**src/rtl/vga_timing_pkg.sv**
```systemverilog
// Default 640x480@60 VGA timing constants plus helpers, shared by the scan, sprite and pixel-select logic.
package vga_timing_pkg;

  localparam int CNT_W = 10;

  localparam int DEF_CLK_DIV  = 4;
  localparam int DEF_H_ACTIVE = 640;
  localparam int DEF_H_FP     = 16;
  localparam int DEF_H_SYNC   = 96;
  localparam int DEF_H_BP     = 48;
  localparam int DEF_V_ACTIVE = 480;
  localparam int DEF_V_FP     = 10;
  localparam int DEF_V_SYNC   = 2;
  localparam int DEF_V_BP     = 33;

  localparam int DEF_H_TOTAL = DEF_H_ACTIVE + DEF_H_FP + DEF_H_SYNC + DEF_H_BP;
  localparam int DEF_V_TOTAL = DEF_V_ACTIVE + DEF_V_FP + DEF_V_SYNC + DEF_V_BP;

  typedef logic [CNT_W-1:0] pos_t;

  // True when pos lies in the half-open window [lo, lo+len).
  function automatic logic inWindow(pos_t pos, int lo, int len);
    return (int'(pos) >= lo) && (int'(pos) < lo + len);
  endfunction

endpackage

```
**src/rtl/pix_strobe_gen.sv**
```systemverilog
// Pixel-rate divider: pix_en is high for the one clk in which the divider sits at its last phase while running.
module pix_strobe_gen
  import vga_timing_pkg::*;
#(
  parameter int CLK_DIV = DEF_CLK_DIV
) (
  input  logic clk,
  input  logic rst_n,
  input  logic run,
  output logic pix_en
);

  localparam int DIV_W = (CLK_DIV > 1) ? $clog2(CLK_DIV) : 1;
  localparam logic [DIV_W-1:0] DIV_LAST = DIV_W'(CLK_DIV - 1);

  logic [DIV_W-1:0] r_div;

  assign pix_en = run && (r_div == DIV_LAST);

  // Phase is simply held while stopped so a resume continues mid-pixel.
  always_ff @(posedge clk or negedge rst_n) begin
    if (!rst_n) begin
      r_div <= '0;
    end else if (run) begin
      r_div <= (r_div == DIV_LAST) ? '0 : r_div + DIV_W'(1);
    end
  end

endmodule

```
**src/rtl/vga_scan_gen.sv**
```systemverilog
// VGA raster scan generator: position counters, sync/active decode and frame strobe, all registered.
// Optional build macro VGA_SCAN_FRAME_CNT_EN adds an 8-bit wrapping frame counter output.
module vga_scan_gen
  import vga_timing_pkg::*;
#(
  parameter int CLK_DIV  = DEF_CLK_DIV,
  parameter int H_ACTIVE = DEF_H_ACTIVE,
  parameter int H_FP     = DEF_H_FP,
  parameter int H_SYNC   = DEF_H_SYNC,
  parameter int H_BP     = DEF_H_BP,
  parameter int V_ACTIVE = DEF_V_ACTIVE,
  parameter int V_FP     = DEF_V_FP,
  parameter int V_SYNC   = DEF_V_SYNC,
  parameter int V_BP     = DEF_V_BP
) (
  input  logic       clk,
  input  logic       rst_n,
  input  logic       run,
  output logic       pix_en,
  output logic [9:0] h_cnt,
  output logic [9:0] v_cnt,
  output logic       hsync,
  output logic       vsync,
  output logic       valid,
  output logic       frame_tick
`ifdef VGA_SCAN_FRAME_CNT_EN
  ,
  output logic [7:0] frame_cnt
`endif
);

  localparam int   H_TOTAL = H_ACTIVE + H_FP + H_SYNC + H_BP;
  localparam int   V_TOTAL = V_ACTIVE + V_FP + V_SYNC + V_BP;
  localparam pos_t H_LAST  = pos_t'(H_TOTAL - 1);
  localparam pos_t V_LAST  = pos_t'(V_TOTAL - 1);

  logic w_stb;
  pos_t w_hNext, w_vNext;
  logic w_validNext, w_tickNext;

  pos_t r_hPos, r_vPos;
  logic r_pixEn, r_frameTick, r_hsync, r_vsync, r_valid;
  logic [9:0] r_hCnt, r_vCnt;

  pix_strobe_gen #(.CLK_DIV(CLK_DIV)) u_strobe (
    .clk   (clk),
    .rst_n (rst_n),
    .run   (run),
    .pix_en(w_stb)
  );

  always_comb begin
    w_hNext = r_hPos;
    w_vNext = r_vPos;
    if (w_stb) begin
      if (r_hPos == H_LAST) begin
        w_hNext = '0;
        w_vNext = (r_vPos == V_LAST) ? '0 : r_vPos + pos_t'(1);
      end else begin
        w_hNext = r_hPos + pos_t'(1);
      end
    end
  end

  assign w_validNext = (int'(w_hNext) < H_ACTIVE) && (int'(w_vNext) < V_ACTIVE);
  assign w_tickNext  = w_stb && (w_hNext == '0) && (w_vNext == '0);

  // Outputs decode the next position so they line up with the counters on the same edge.
  always_ff @(posedge clk or negedge rst_n) begin
    if (!rst_n) begin
      r_hPos      <= H_LAST;
      r_vPos      <= V_LAST;
      r_pixEn     <= 1'b0;
      r_frameTick <= 1'b0;
      r_hCnt      <= '0;
      r_vCnt      <= '0;
      r_hsync     <= 1'b1;
      r_vsync     <= 1'b1;
      r_valid     <= 1'b0;
    end else begin
      r_hPos      <= w_hNext;
      r_vPos      <= w_vNext;
      r_pixEn     <= w_stb;
      r_frameTick <= w_tickNext;
      r_hCnt      <= w_validNext ? w_hNext : '0;
      r_vCnt      <= w_validNext ? w_vNext : '0;
      r_hsync     <= !inWindow(w_hNext, H_ACTIVE + H_FP, H_SYNC);
      r_vsync     <= !inWindow(w_vNext, V_ACTIVE + V_FP, V_SYNC);
      r_valid     <= w_validNext;
    end
  end

  assign pix_en     = r_pixEn;
  assign frame_tick = r_frameTick;
  assign h_cnt      = r_hCnt;
  assign v_cnt      = r_vCnt;
  assign hsync      = r_hsync;
  assign vsync      = r_vsync;
  assign valid      = r_valid;

`ifdef VGA_SCAN_FRAME_CNT_EN
  logic [7:0] r_frameCnt;

  always_ff @(posedge clk or negedge rst_n) begin
    if (!rst_n) begin
      r_frameCnt <= '0;
    end else if (w_tickNext) begin
      r_frameCnt <= r_frameCnt + 8'd1;
    end
  end

  assign frame_cnt = r_frameCnt;
`else
  // Without the frame counter there is no extra state in this build.
`endif

endmodule

```
**config.mk**
```make
export PLATFORM = sky130hd
export DESIGN_NAME = vga_scan_gen
export DESIGN_NICKNAME = d
export VERILOG_FILES = /design/src/rtl/vga_timing_pkg.sv /design/src/rtl/pix_strobe_gen.sv /design/src/rtl/vga_scan_gen.sv
export SDC_FILE = /design/constraint.sdc
export NUM_CORES = 1
export LEC_CHECK = 0
export ABC_AREA = 1
export CORE_AREA = 4 4 91 59
export CTS_CLUSTER_DIAMETER = 40
export DETAILED_ROUTE_END_ITERATION = 12
export DIE_AREA = 0 0 95 63
export PLACE_DENSITY_LB_ADDON = 0.12
export SLEW_MARGIN = 20
export SYNTH_ARGS = -nofsm -noshare
export SYNTH_HDL_FRONTEND = slang
export SYNTH_SLANG_ARGS = --single-unit
export TNS_END_PERCENT = 50
```
**constraint.sdc**
```tcl
create_clock -name clk -period 5.8 [get_ports clk]
set_input_delay 1.74 -clock clk [delete_from_list [all_inputs] [get_ports clk]]
set_output_delay 1.74 -clock clk [all_outputs]
set_load 0.02 [all_outputs]
```
==> run_results.csv <==
group,metric,value,unit
pwr,clock_power_share,27.3,%
clocking,clock_sinks,47,
floorplanning,core_region_area,0.004469,mm2
yosys,yosysSeqAreaShare,49.17,%
pwr,internal-power,0.0005182,W
yosys,syn_inst,282,
global_route,overflow,0,
timing,fin_crit,3882,ps
global_route,grt_max_degree,48,
yosys,netlist_area,0.002422,mm2
yosys,synth_top_area_share,36.16,%
pwr,pwr-share-comb,21.5,%
worst_setup_path,crit_type,"in -> reg",
clocking,post_cts_resized,0,
global_route,grt_pass1_vias,1702,
timing,setup_ws,1918,ps
pwr,total_power,0.0007894,W
timing,hold_violations,0,
floorplanning,io_pins,28,
job,cap_violations,0,
floorplanning,die_h,63,um
route,first_pass_iters,5,
timing,fmax,0.2576,GHz
worst_setup_path,cp.required,6030,ps
pwr,seq_power_share,51.2,%
route,avgViaCountPerCell,5.095,
global_route,gr-usage-met1,30.92,%
placed_design,dp_slack,1635,ps
route,vias,1921,
clocking,clockBufferDepth,2,
clocking,holdBufCountCts,0,
placed_design,place_inst,369,
worst_setup_path,critical-path-top-delay-family,"simple AND/OR/NAND/NOR gates",
layout,fin_nets,320,
layout,layout_commonest_cell,"nand2_1",
status,status,"finished clean",
layout,synthToLayoutAreaGrowth,16.79,%
worst_setup_path,worstSetupEndpointType,"flip-flop",
route,drt_wl_total,5172,um
placed_design,port_buffers,27,
worst_hold_path,min_path_type,"reg -> reg",
worst_setup_path,cpPeakStageDelay,550,ps
layout,post-route-util,63.30,%
floorplanning,fp.dieArea,0.005985,mm2
layout,drive_above_1_share,17.20,%
timing,tightest_slew,567.7,ps
layout,final_cell_count_no_fill,377,
worst_setup_path,cp_slowest_cell,"clkdlybuf4s50_1",
route,first_iter_violations,193,
pwr,switching_share,34.35,%
layout,final_cell_mix,"nand2_1, inv_1, nor2_1",
timing,drv_slew,0,
global_route,grt_antenna_before_repair,0,
pwr,power.ir.vdd_worst,141.0,uV
timing,setup_tns,0,ps
worst_setup_path,cp-start-kind,"primary input",
floorplanning,die_x,95,um
route,detail_route.wl_per_cell,13.72,um
timing,fin_crit_sh,66.93,%
clocking,clk_pin_slew_worst_paths,90,ps
clocking,clk_latency,310,ps
route,final_antenna_net_count,0,
timing,clock_skew,6.937,ps
placed_design,gp_congestion,0.9380,
floorplanning,rows,19,
yosys,synth_largest_area_cell,"dfrtp_1",
timing,rsz0062_at_grt,"no",
global_route,grtUsageMet2,24.50,%
yosys,synth_warnings,0,
global_route,met3_usage,5.174,%
worst_setup_path,crit_path_frequent_cell,"nand2_1",
global_route,grt.busiest_layer,"met1",
worst_setup_path,path_buf_inv,3,
pwr,power_density,279.1,mW/mm2
clocking,h-tree-depth,2,
clocking,cts_setup_buffers,0,
clocking,cts_buffers,5,
yosys,syn_nets,289,
worst_setup_path,cp_max_fo,19,
floorplanning,initial_core_util,54.20,%
timing,setup_viol,0,
placed_design,hpwlAfterDp,3844,um
clocking,cts_root_buf,"clkbuf_8",
pwr,p_leak,1.477,nW
layout,diodes,0,
yosys,syn_avg_cell_area,8.590,um2
clocking,cts_tree,"yes",
worst_setup_path,crit_chain,"clkdlybuf4s50_1 > nand2_2 > inv_2 > nand4_2 > nand2_1 > nand2_1 > nand2_1 > inv_1 > o21ai_4 > nand3_4 > nor2_1",
worst_setup_path,arrival,4110,ps
timing,slew_headroom,62.15,%
pwr,power.switching,0.0002712,W
global_route,grt_pass1_wl,8694,um
route,drc,0,
yosys,ys_types,32,
global_route,grtUsageTotal,19.17,%
yosys,synthTopCellsByArea,"dfrtp_1, dfstp_2, nand2_1, inv_1, nand3_1",
yosys,synth_seq_cells,47,
## logic make-up after synthesis
logic type | synth area share [%]
AOI/OAI and AO/OA | 3.306
xor gates and xnor gates | 0.3616
adders and majority gates | 2.066
buffers and inverters | 9.504
DFF | 49.17
muxes | 0.4648
other | 0.1548
and+or+nand+nor | 34.97
## power groups by stage
| stage | registers (W) | clock network (W) | logic [W] |
|---|---|---|---|
| floorplan | 0.000401 | 0 | 0.000124 |
| global placement | 0.000408 | 0 | 0.000163 |
| detailed placement | 0.000407 | 0 | 0.000167 |
| CTS | 0.000403 | 0.000220 | 0.000167 |
| global route | 0.000409 | 0.000234 | 0.000190 |
| finish | 0.000404 | 0.000216 | 0.000170 |
## metrics by stage
step / hold slack, ps / area (um2)
after global routing: 566.4 / 2829
after detailed placement: 506.2 / 2728
after floorplan: 473.4 / 2422
after global placement: 500.4 / 2728
after CTS: 527.1 / 2826
final: 522.1 / 2829
## synth_stat cells, drive strengths merged
cell	count
o21ai	7
inv	51
dfrtp	35
ha	4
nand3b	1
a21oi	1
nor3	5
mux2	1
xor2	1
nand2	62
nand3	34
o21a	1
nand4	8
conb	1
o21bai	1
dfstp	12
nor2	52
a31oi	1
a21o	1
buf	3
## flip-flops by register name (all words and copies together) (netlist names), 2 cells and up
name	count
r_hPos	10
v_cnt	10
r_vPos	10
h_cnt	10
u_strobe.r_div	2
## metal layers
metal	share of wire [%]	vias to the layer above	routed length [um]
li1	-	930	-
met1	49	876	2543
met2	37	108	1903
met3	13	7	659
met4	1.3	0	65
met5	0	-	0
## worst paths after layout
check | startpoint | to | slack (ps) | depth (start not counted)
worst max-delay path | run | h_cnt[5] | 1920 | 11
worst min-delay path | u_strobe.r_div[1] | u_strobe.r_div[1] | 520 | 1
worst max register to register | r_hPos[0] | h_cnt[5] | 3320 | 11
worst min register to register | u_strobe.r_div[1] | u_strobe.r_div[1] | 520 | 1
max in group asynchronous | rst_n | hsync | 4000 | 1
min in group asynchronous | rst_n | v_cnt[9] | 1420 | 1
## layout make-up
| type | instances | area, um2 |
|---|---|---|
| clock buffer | 6 | 82.58 |
| tap | 63 | 78.83 |
| timing repair buffer | 27 | 267.8 |
| multi-input combinational | 181 | 1001 |
| clock inverter | 2 | 16.27 |
| fill | 391 | 1640 |
| sequential | 47 | 1191 |
| inverter | 51 | 191.4 |
Note: power is estimated with default switching activity, not from simulation.
